**config.mk**
```make
export PLATFORM = sky130hd
export DESIGN_NAME = wb_initiator
export DESIGN_NICKNAME = d
export VERILOG_FILES = /design/src/rtl/wb_pkg.sv /design/src/rtl/wb_initiator.sv
export SDC_FILE = /design/constraint.sdc
export NUM_CORES = 1
export LEC_CHECK = 0
export CELL_PAD_IN_SITES_DETAIL_PLACEMENT = 1
export CELL_PAD_IN_SITES_GLOBAL_PLACEMENT = 2
export CORE_MARGIN = 2
export CORE_UTILIZATION = 23
export DETAILED_ROUTE_END_ITERATION = 8
export PLACE_DENSITY = 0.84
export SLEW_MARGIN = 15
export SYNTH_ARGS = -nofsm -noshare
export SYNTH_HDL_FRONTEND = slang
export SYNTH_SLANG_ARGS = --single-unit
```
**constraint.sdc**
```tcl
create_clock -name clk -period 1.6 [get_ports clk]
set_clock_uncertainty 0.2 [all_clocks]
set_input_delay 0.24 -clock clk [delete_from_list [all_inputs] [get_ports clk]]
set_output_delay 0.24 -clock clk [all_outputs]
set_load 0.01 [all_outputs]
```
**src/rtl/wb_pkg.sv**
```systemverilog
// -----------------------------------------------------------------------------
// wb_pkg
// Shared definitions for Wishbone bus masters in this SoC.
//   WB_AW / WB_DW / WB_SELW : address, data and byte-select widths
//   wb_init_state_e         : single-transfer initiator state encoding
//   wb_word_addr()          : force a byte address onto a 32-bit word boundary
// -----------------------------------------------------------------------------
package wb_pkg;

  localparam int unsigned WB_AW   = 32;
  localparam int unsigned WB_DW   = 32;
  localparam int unsigned WB_SELW = 4;

  typedef enum logic [1:0] {
    IDLE = 2'd0,
    BUS  = 2'd1,
    RESP = 2'd2
  } wb_init_state_e;

  // Word-align a byte address; byte lanes are selected through wb_sel instead.
  function automatic logic [WB_AW-1:0] wb_word_addr(input logic [WB_AW-1:0] addr);
    return {addr[WB_AW-1:2], 2'b00};
  endfunction

endpackage

```
**src/rtl/wb_initiator.sv**
```systemverilog
// -----------------------------------------------------------------------------
// wb_initiator
// Wishbone classic single-transfer initiator. Converts a valid/ready request /
// response port into Wishbone cycles, with at most one transfer outstanding.
// A timeout counter turns a missing ack into an error response.
//
// Parameters
//   TIMEOUT  : clock edges with stb high and no ack before the cycle is aborted
//              (must be >= 1)
//
// Ports
//   clk, rst_n                         : clock, asynchronous active-low reset
//   req_valid/req_ready                : request handshake
//   req_addr/req_wdata/req_sel/req_we  : request payload
//   rsp_valid/rsp_ready                : response handshake
//   rsp_rdata/rsp_err                  : response payload (err = timeout abort)
//   wb_addr/wb_wdata/wb_sel/wb_we      : Wishbone request outputs (registered)
//   wb_cyc/wb_stb                      : Wishbone cycle / strobe (always equal)
//   wb_rdata/wb_ack                    : Wishbone responder inputs
// -----------------------------------------------------------------------------
module wb_initiator
  import wb_pkg::*;
#(
  parameter int unsigned TIMEOUT = 255
) (
  input  logic               clk,
  input  logic               rst_n,

  input  logic               req_valid,
  output logic               req_ready,
  input  logic [WB_AW-1:0]   req_addr,
  input  logic [WB_DW-1:0]   req_wdata,
  input  logic [WB_SELW-1:0] req_sel,
  input  logic               req_we,

  output logic               rsp_valid,
  input  logic               rsp_ready,
  output logic [WB_DW-1:0]   rsp_rdata,
  output logic               rsp_err,

  output logic [WB_AW-1:0]   wb_addr,
  output logic [WB_DW-1:0]   wb_wdata,
  output logic [WB_SELW-1:0] wb_sel,
  output logic               wb_we,
  output logic               wb_cyc,
  output logic               wb_stb,
  input  logic [WB_DW-1:0]   wb_rdata,
  input  logic               wb_ack
);

  localparam int unsigned           CNT_W    = $clog2(TIMEOUT + 1);
  // Counter value at which an un-acked edge aborts the cycle.
  localparam logic [CNT_W-1:0]      CNT_LAST = CNT_W'(TIMEOUT - 1);

  wb_init_state_e     state_q;
  logic [CNT_W-1:0]   cnt_q;
  logic [CNT_W-1:0]   cnt_d;

  logic               req_ready_q;
  logic               rsp_valid_q;
  logic [WB_DW-1:0]   rsp_rdata_q;
  logic               rsp_err_q;
  logic [WB_AW-1:0]   wb_addr_q;
  logic [WB_DW-1:0]   wb_wdata_q;
  logic [WB_SELW-1:0] wb_sel_q;
  logic               wb_we_q;
  logic               wb_cyc_q;

  // Next timeout count while waiting for ack.
  always_comb begin
    cnt_d = cnt_q + CNT_W'(1);
  end

  // Transfer FSM; every output is a register so nothing from req_* reaches
  // wb_* combinationally, and cyc/stb drop on the edge that samples ack.
  always_ff @(posedge clk or negedge rst_n) begin
    if (!rst_n) begin
      state_q     <= IDLE;
      cnt_q       <= '0;
      req_ready_q <= 1'b1;
      rsp_valid_q <= 1'b0;
      rsp_rdata_q <= '0;
      rsp_err_q   <= 1'b0;
      wb_addr_q   <= '0;
      wb_wdata_q  <= '0;
      wb_sel_q    <= '0;
      wb_we_q     <= 1'b0;
      wb_cyc_q    <= 1'b0;
    end else begin
      case (state_q)
        IDLE: begin
          if (req_valid) begin
            wb_addr_q   <= wb_word_addr(req_addr);
            wb_wdata_q  <= req_wdata;
            wb_sel_q    <= req_sel;
            wb_we_q     <= req_we;
            wb_cyc_q    <= 1'b1;
            cnt_q       <= '0;
            req_ready_q <= 1'b0;
            state_q     <= BUS;
          end else begin
            state_q     <= IDLE;
          end
        end

        BUS: begin
          // Ack takes priority over a timeout on the same edge.
          if (wb_ack) begin
            rsp_rdata_q <= wb_we_q ? '0 : wb_rdata;
            rsp_err_q   <= 1'b0;
            rsp_valid_q <= 1'b1;
            wb_cyc_q    <= 1'b0;
            state_q     <= RESP;
          end else if (cnt_q == CNT_LAST) begin
            rsp_rdata_q <= '0;
            rsp_err_q   <= 1'b1;
            rsp_valid_q <= 1'b1;
            wb_cyc_q    <= 1'b0;
            state_q     <= RESP;
          end else begin
            cnt_q       <= cnt_d;
          end
        end

        RESP: begin
          if (rsp_ready) begin
            rsp_valid_q <= 1'b0;
            req_ready_q <= 1'b1;
            state_q     <= IDLE;
          end else begin
            state_q     <= RESP;
          end
        end

        default: begin
          // Unreachable encoding: return to a safe idle bus.
          state_q     <= IDLE;
          cnt_q       <= '0;
          wb_cyc_q    <= 1'b0;
          rsp_valid_q <= 1'b0;
          req_ready_q <= 1'b1;
        end
      endcase
    end
  end

  assign req_ready = req_ready_q;
  assign rsp_valid = rsp_valid_q;
  assign rsp_rdata = rsp_rdata_q;
  assign rsp_err   = rsp_err_q;
  assign wb_addr   = wb_addr_q;
  assign wb_wdata  = wb_wdata_q;
  assign wb_sel    = wb_sel_q;
  assign wb_we     = wb_we_q;
  assign wb_cyc    = wb_cyc_q;
  assign wb_stb    = wb_cyc_q;

endmodule

```
Yosys cells after proc, flatten, opt, wreduce, memory -nomap -nowiden
Cells that the tools add are included.
{"block": "totals", "reg_bits": 113}
{"block": "op_classes", "muxes": 24, "n_reduce_logical": 8, "addsub": 1, "bitwise": 3, "eq_ne": 8}
{"cell": "two-way mux 32 bit", "n": 3}
{"cell": "two-way mux 8 bit", "n": 3}
{"cell": "case mux 8 bit (3 select lines)", "n": 1}
{"cell": "two-way mux 1 bit", "n": 10}
{"cell": "case mux 1 bit (3 select lines)", "n": 3}
{"cell": "AND reduction 3 bit", "n": 3}
{"cell": "adder 8 x 1 -> 8 bit (second input constant)", "n": 1}
{"cell": "equality test 8 bit (second input constant)", "n": 1}
{"cell": "inequality test 2 bit (second input constant)", "n": 4}
{"cell": "two-way mux 2 bit", "n": 3}
{"cell": "case mux 2 bit (3 select lines)", "n": 1}
{"cell": "AND reduction 2 bit", "n": 2}
{"cell": "AND reduction 4 bit", "n": 1}
{"cell": "inequality test 3 bit (second input constant)", "n": 1}
{"cell": "inverter 1 bit", "n": 3}
{"cell": "equality test 2 x 1 -> 1 bit (second input constant)", "n": 1}
{"cell": "equality test 2 bit (second input constant)", "n": 1}
{"cell": "logical NOT 2 bit", "n": 1}
{"cell": "nonzero test 2 bit", "n": 1}

Longest topological paths before layout
{"block": "depth", "ltp_word": 4, "ltp_mapped": 7, "mapped_depth_nobuf": 6}

Worst setup path before layout
No wires, ideal clock.
{"block": "synth_timing", "path_kind": "reg-to-reg", "from": "register state_q[1]", "to": "register wb_wdata_q[23], in the netlist wb_wdata[23]", "t_arrival_ns": 1.420, "setup_time_ns": 0.127, "period_less_slack_ns": 1.747, "setup_slack_ns": -0.147, "stages_incl_launch_ff": 6, "cell_sequence": "dfrtp_1 > buf_2 > nor3b_4 > buf_6 > buf_6 > mux2_1"}
{"block": "synth_between", "elab_chain_cells": 2}
{"element": "from (decl)", "line_no": "wb_initiator.sv:55", "source": "wb_init_state_e state_q;"}
{"element": "from (signal assigned)", "line_no": "wb_initiator.sv:78", "source": "state_q <= IDLE;"}
{"element": "from (signal assigned)", "line_no": "wb_initiator.sv:100", "source": "state_q <= BUS;"}
{"element": "from (signal assigned)", "line_no": "wb_initiator.sv:102", "source": "state_q <= IDLE;"}
{"element": "logical NOT 2 bit", "line_no": "wb_initiator.sv:90", "source": "case (state_q)"}
{"element": "AND reduction 2 bit (no line)"}
{"element": "to (signal assigned)", "line_no": "wb_initiator.sv:94", "source": "wb_wdata_q <= req_wdata;"}
{"element": "to (decl)", "line_no": "wb_initiator.sv:64", "source": "logic [WB_DW-1:0] wb_wdata_q;"}
No other way between the ends.
A chain may end at the register's enable or synchronous reset.

Worst setup path in the final report
{"block": "layout_timing", "from": "register cnt_q[0]", "to": "register rsp_rdata_q[21], in the netlist rsp_rdata[21]"}
{"block": "layout_between", "elab_chain_cells": 3}
{"element": "from (decl)", "line_no": "wb_initiator.sv:56", "source": "logic [CNT_W-1:0] cnt_q;"}
{"element": "from (signal assigned)", "line_no": "wb_initiator.sv:121", "source": "cnt_q <= cnt_d;"}
{"element": "equality test 8 bit", "line_no": "wb_initiator.sv:114", "source": "end else if (cnt_q == CNT_LAST) begin"}
{"element": "nonzero test 2 bit (no line)"}
{"element": "AND reduction 2 bit (no line)"}
{"element": "to (signal assigned)", "line_no": "wb_initiator.sv:109", "source": "rsp_rdata_q <= wb_we_q ? '0 : wb_rdata;"}
{"element": "to (decl)", "line_no": "wb_initiator.sv:61", "source": "logic [WB_DW-1:0] rsp_rdata_q;"}
No other way between the ends.

==> impl_results.md <==
* Run status: complete, but fails checks
* Failing checks: setup timing
* Post-Syn Area at about 4400 sq um
* First-pass GRT wire length at 21.7 mm
* Crit-path leading delay family: flip-flops
* Most area-consuming cells after synthesis: dfrtp_1 (64%), mux2_2 (15%), a22o_1 (6.6%), buf_4 (2.1%), mux2_1 (2.1%)
* Yosys top cell by area: dfrtp_1
* Crit. Startpoint: cnt_q[0]
* Worst-path maximum fanout at 34
* Final setup viols at about 100
* Top Usage Layer GRT: met2
* DR DRC count at 0
* Initial DRC Count at 66
* P_int at 10.4 mW
* Crit-path slowest cell: dfrtp_1
* Tot GR Track Use at 0.139
* Die Ht at 142 um
* # fillers at 1956
* DR vias at approximately 3500
* CP Cell Sequence: inv_1 -> ha_2 -> nand3_4 -> nor2_4 -> o21ai_4 -> buf_12 -> a22o_1
* Arrival time at the worst endpoint at about 1800 ps
* # rows at 50
* R2r startpoint: cnt_q[0]
* Crit path capture type: flip-flop
* Worst path depth at 7
* Synth Register Bits at roughly 110
* Synth Area in Adders at 0.00570
* Flop pwr share at 0.327
* Pwr dens at ~1900 nW/um^2
* Sw Share at 0.306
* GPL Wtd Cong at approximately 0.76
* Finished Cell Area at around 8000 sq um
* Multiplexer share of the synthesized area at 0.175
* Flop-to-flop setup slack at -130 ps
* Vias in the first global route at 3953
* CP bufs+invs at 2
* Vias per cell at around 4.4
* Buffers on Ports at roughly 210
* Top Ports at roughly 210
* Register area share after synthesis at 0.645
* Critical Path Sink: rsp_rdata[21]
* Hold Path Class: in2async
* CTS tree: done
* WP data required at about 1700 ps
* Final WS setup at -129 ps
* Layout cells sized above 1 at 0.296
* Max-slew violations at 0
* Chip width at around 140 um
* Global routing usage on met2 at 0.243
* H-tree Lvls at 4
* Pwr Total at between 10 and 15 mW
* RR Endpoint: rsp_rdata[21]
* RSZ-0062 raised after global routing: yes
* Period minus WS final at 1730 ps
* Synthesized area per cell at around 15 sq um
* Largest family of logic cells by synthesized area: multiplexers
* Initial antenna violation count at 0
* Fmax at slightly below 600 MHz
* Comb power frac at 0.399
* DR pass1 iterations at 4
* CP startpoint kind: flip-flop
* Clock sink total at 113
* M1 GR Usage at 0.162
* Syn Inst Count at 291
* Met3 Use GR at 0.0444
* Final Net Count at around 650
* Max_cap viols at 0
* DP Area at between 7000 and 8000 sq um
* Synth warnings at 0
* Area taken by multi-input logic gates at between 1500 and 2000 sq um
* Synthesis-to-layout area growth at 77.4%
* R2R cell count at 7
* Num CTS Buffers at 17
* Post-DRT Antenna Nets at 0
* Synth top area share at 0.639
* Clock root buffer: clkbuf_16
* Die footprint at around 20000 sq um
* Clk pwr share at 0.274
* Routed WL per cell at approximately 18 um
* CTS clk-pin slew, worst paths at ~50 ps
* Final wirelength at around 14 mm
* Hold Fails Final Rpt at 0
* Leak Pwr at 3.60 nW
* XOR/XNOR Fraction of Synth Area at 0.00200
* WS Path Type: reg2reg
* Clock Latency Late Sink at approximately 400 ps
* Largest net degree at the start of global routing at 35
* Net switching power at approximately 4.6 mW
* Setup tns final at -8900 ps
* Synth cell types at 37
* Initial Utilization at 0.235
* Simple-gate share of the synthesized area at 0.0402
* Clock Tree Buf Depth at 2
* Final period utilization at 1.08
* Hpwl dp at around 10 mm
* Worst vdd ir at about 0.7 mV
* FF/Latch Area at approximately 2800 sq um
* CP max stage delay at 370 ps
* CORE AREA at roughly 19000 sq um
* GR Overflow Total at 0
* Synth Area in Compound Gates at 0.100
* N_diodes at 0
## cell usage in the layout (no fill, tap or decap), drive strengths merged, types with 3 or more instances in the layout
master,instances
a211o,3
a21oi,7
a22o,33
and3,6
buf,42
bufinv,5
clkbuf,18
clkdlybuf4s50,102
clkinv,4
clkinvlp,4
dfrtp,112
dlygate4sd2,102
inv,3
mux2,68
nand2,6
nand3,4
nor2,5
nor3,4
o21ai,5
## power groups by stage
stage          Combinational, mW  Sequential, mW  Clock, mW
2_1_floorplan               2.25            5.48          0
3_3_place_gp                6.33            4.93          0
3_5_place_dp                6.56            4.97          0
4_1_cts                     5.98            4.91       4.20
5_1_grt                     6.37            5.09       4.34
6_report                    5.95            4.88       4.10
## logic make-up (layout without fill, tap and decap cells)
| kind of cell | after synthesis | count (layout) |
|---|---|---|
| other | 1 | 2 |
| adders and majority gates | 2 | 2 |
| muxes | 68 | 68 |
| DFF | 113 | 113 |
| and+or+nand+nor | 31 | 31 |
| AOI/OAI and AO/OA | 55 | 55 |
| xor gates and xnor gates | 1 | 1 |
| buffers and inverters | 20 | 282 |
## worst min path at each step
stage              endpoint  slack [ps]  cells after the start
2_1_floorplan      cnt_q[0]        -260                      0
3_3_place_gp   wb_wdata[19]          -8                      1
3_5_place_dp   wb_wdata[19]           4                      1
4_1_cts        wb_wdata[19]         110                      2
5_1_grt        wb_wdata[21]         130                      2
6_report       wb_wdata[18]         110                      2
## sequential cells by signal, summed over array words and instances (netlist names)
register and flops:
wb_wdata 32, wb_we 1, req_ready 1, rsp_rdata 32, state_q 2, rsp_err 1
rsp_valid 1, wb_addr 30, wb_cyc 1, cnt_q 8, wb_sel 4
## synthesized netlist by cell type
library cell,count
mux2_1,8
nor3b_4,1
and2b_1,1
a31o_2,1
and4_1,1
buf_6,2
a21oi_2,1
dfstp_2,1
and3_1,6
nor2_2,1
nand2_1,6
mux2_2,60
inv_1,2
xnor2_1,1
nand4_1,1
buf_2,4
a21o_1,1
a21boi_1,1
o21ai_1,1
nor3_1,4
nor2_1,4
nor3b_1,1
buf_4,12
dfrtp_1,112
a31oi_1,1
o21ba_2,1
a21oi_1,6
a211oi_1,1
conb_1,1
a211o_1,3
nand2b_1,1
o21ai_0,3
ha_1,2
a22o_1,33
o21ai_2,1
o2bb2ai_1,1
nand3_1,4
## layer usage
layer,vias up,wire length [um]
met4,0,177
met3,16,928
met2,129,7070
met1,1787,5700
met5,-,0
li1,1562,-
## cell type report
class	count	share of cell area
sequential	113	0.363
multi-input combinational	159	0.211
clock buffer	18	0.0551
clock inverter	14	0.0273
inverter	2	0.000964
tap	234	0.0376
timing repair buffer	248	0.305
## stage by stage
step            util  hold WS, ps  setup slack [ps]  cells
2_1_floorplan      -         -256              -106    292
3_5_place_dp   0.377         4.12              -438    749
6_report       0.416          114              -129    788
4_1_cts        0.414          114              -125    785
5_1_grt        0.416          130              -196    788
3_3_place_gp   0.377        -8.00              -397    749
## timing repair
| item | 4_1_cts | 5_1_grt |
|---|---|---|
| cloned | 1 | 0 |
| hold buffers | 1 | 0 |
| endpoints found under the setup margin | 209 | 109 |
| endpoints found under the hold margin | 112 | 0 |
| resized for setup | 141 | 6 |
| setup buffers | 3 | 3 |
| pin swaps | 7 | 2 |
Power figures use the tool's default switching activity.
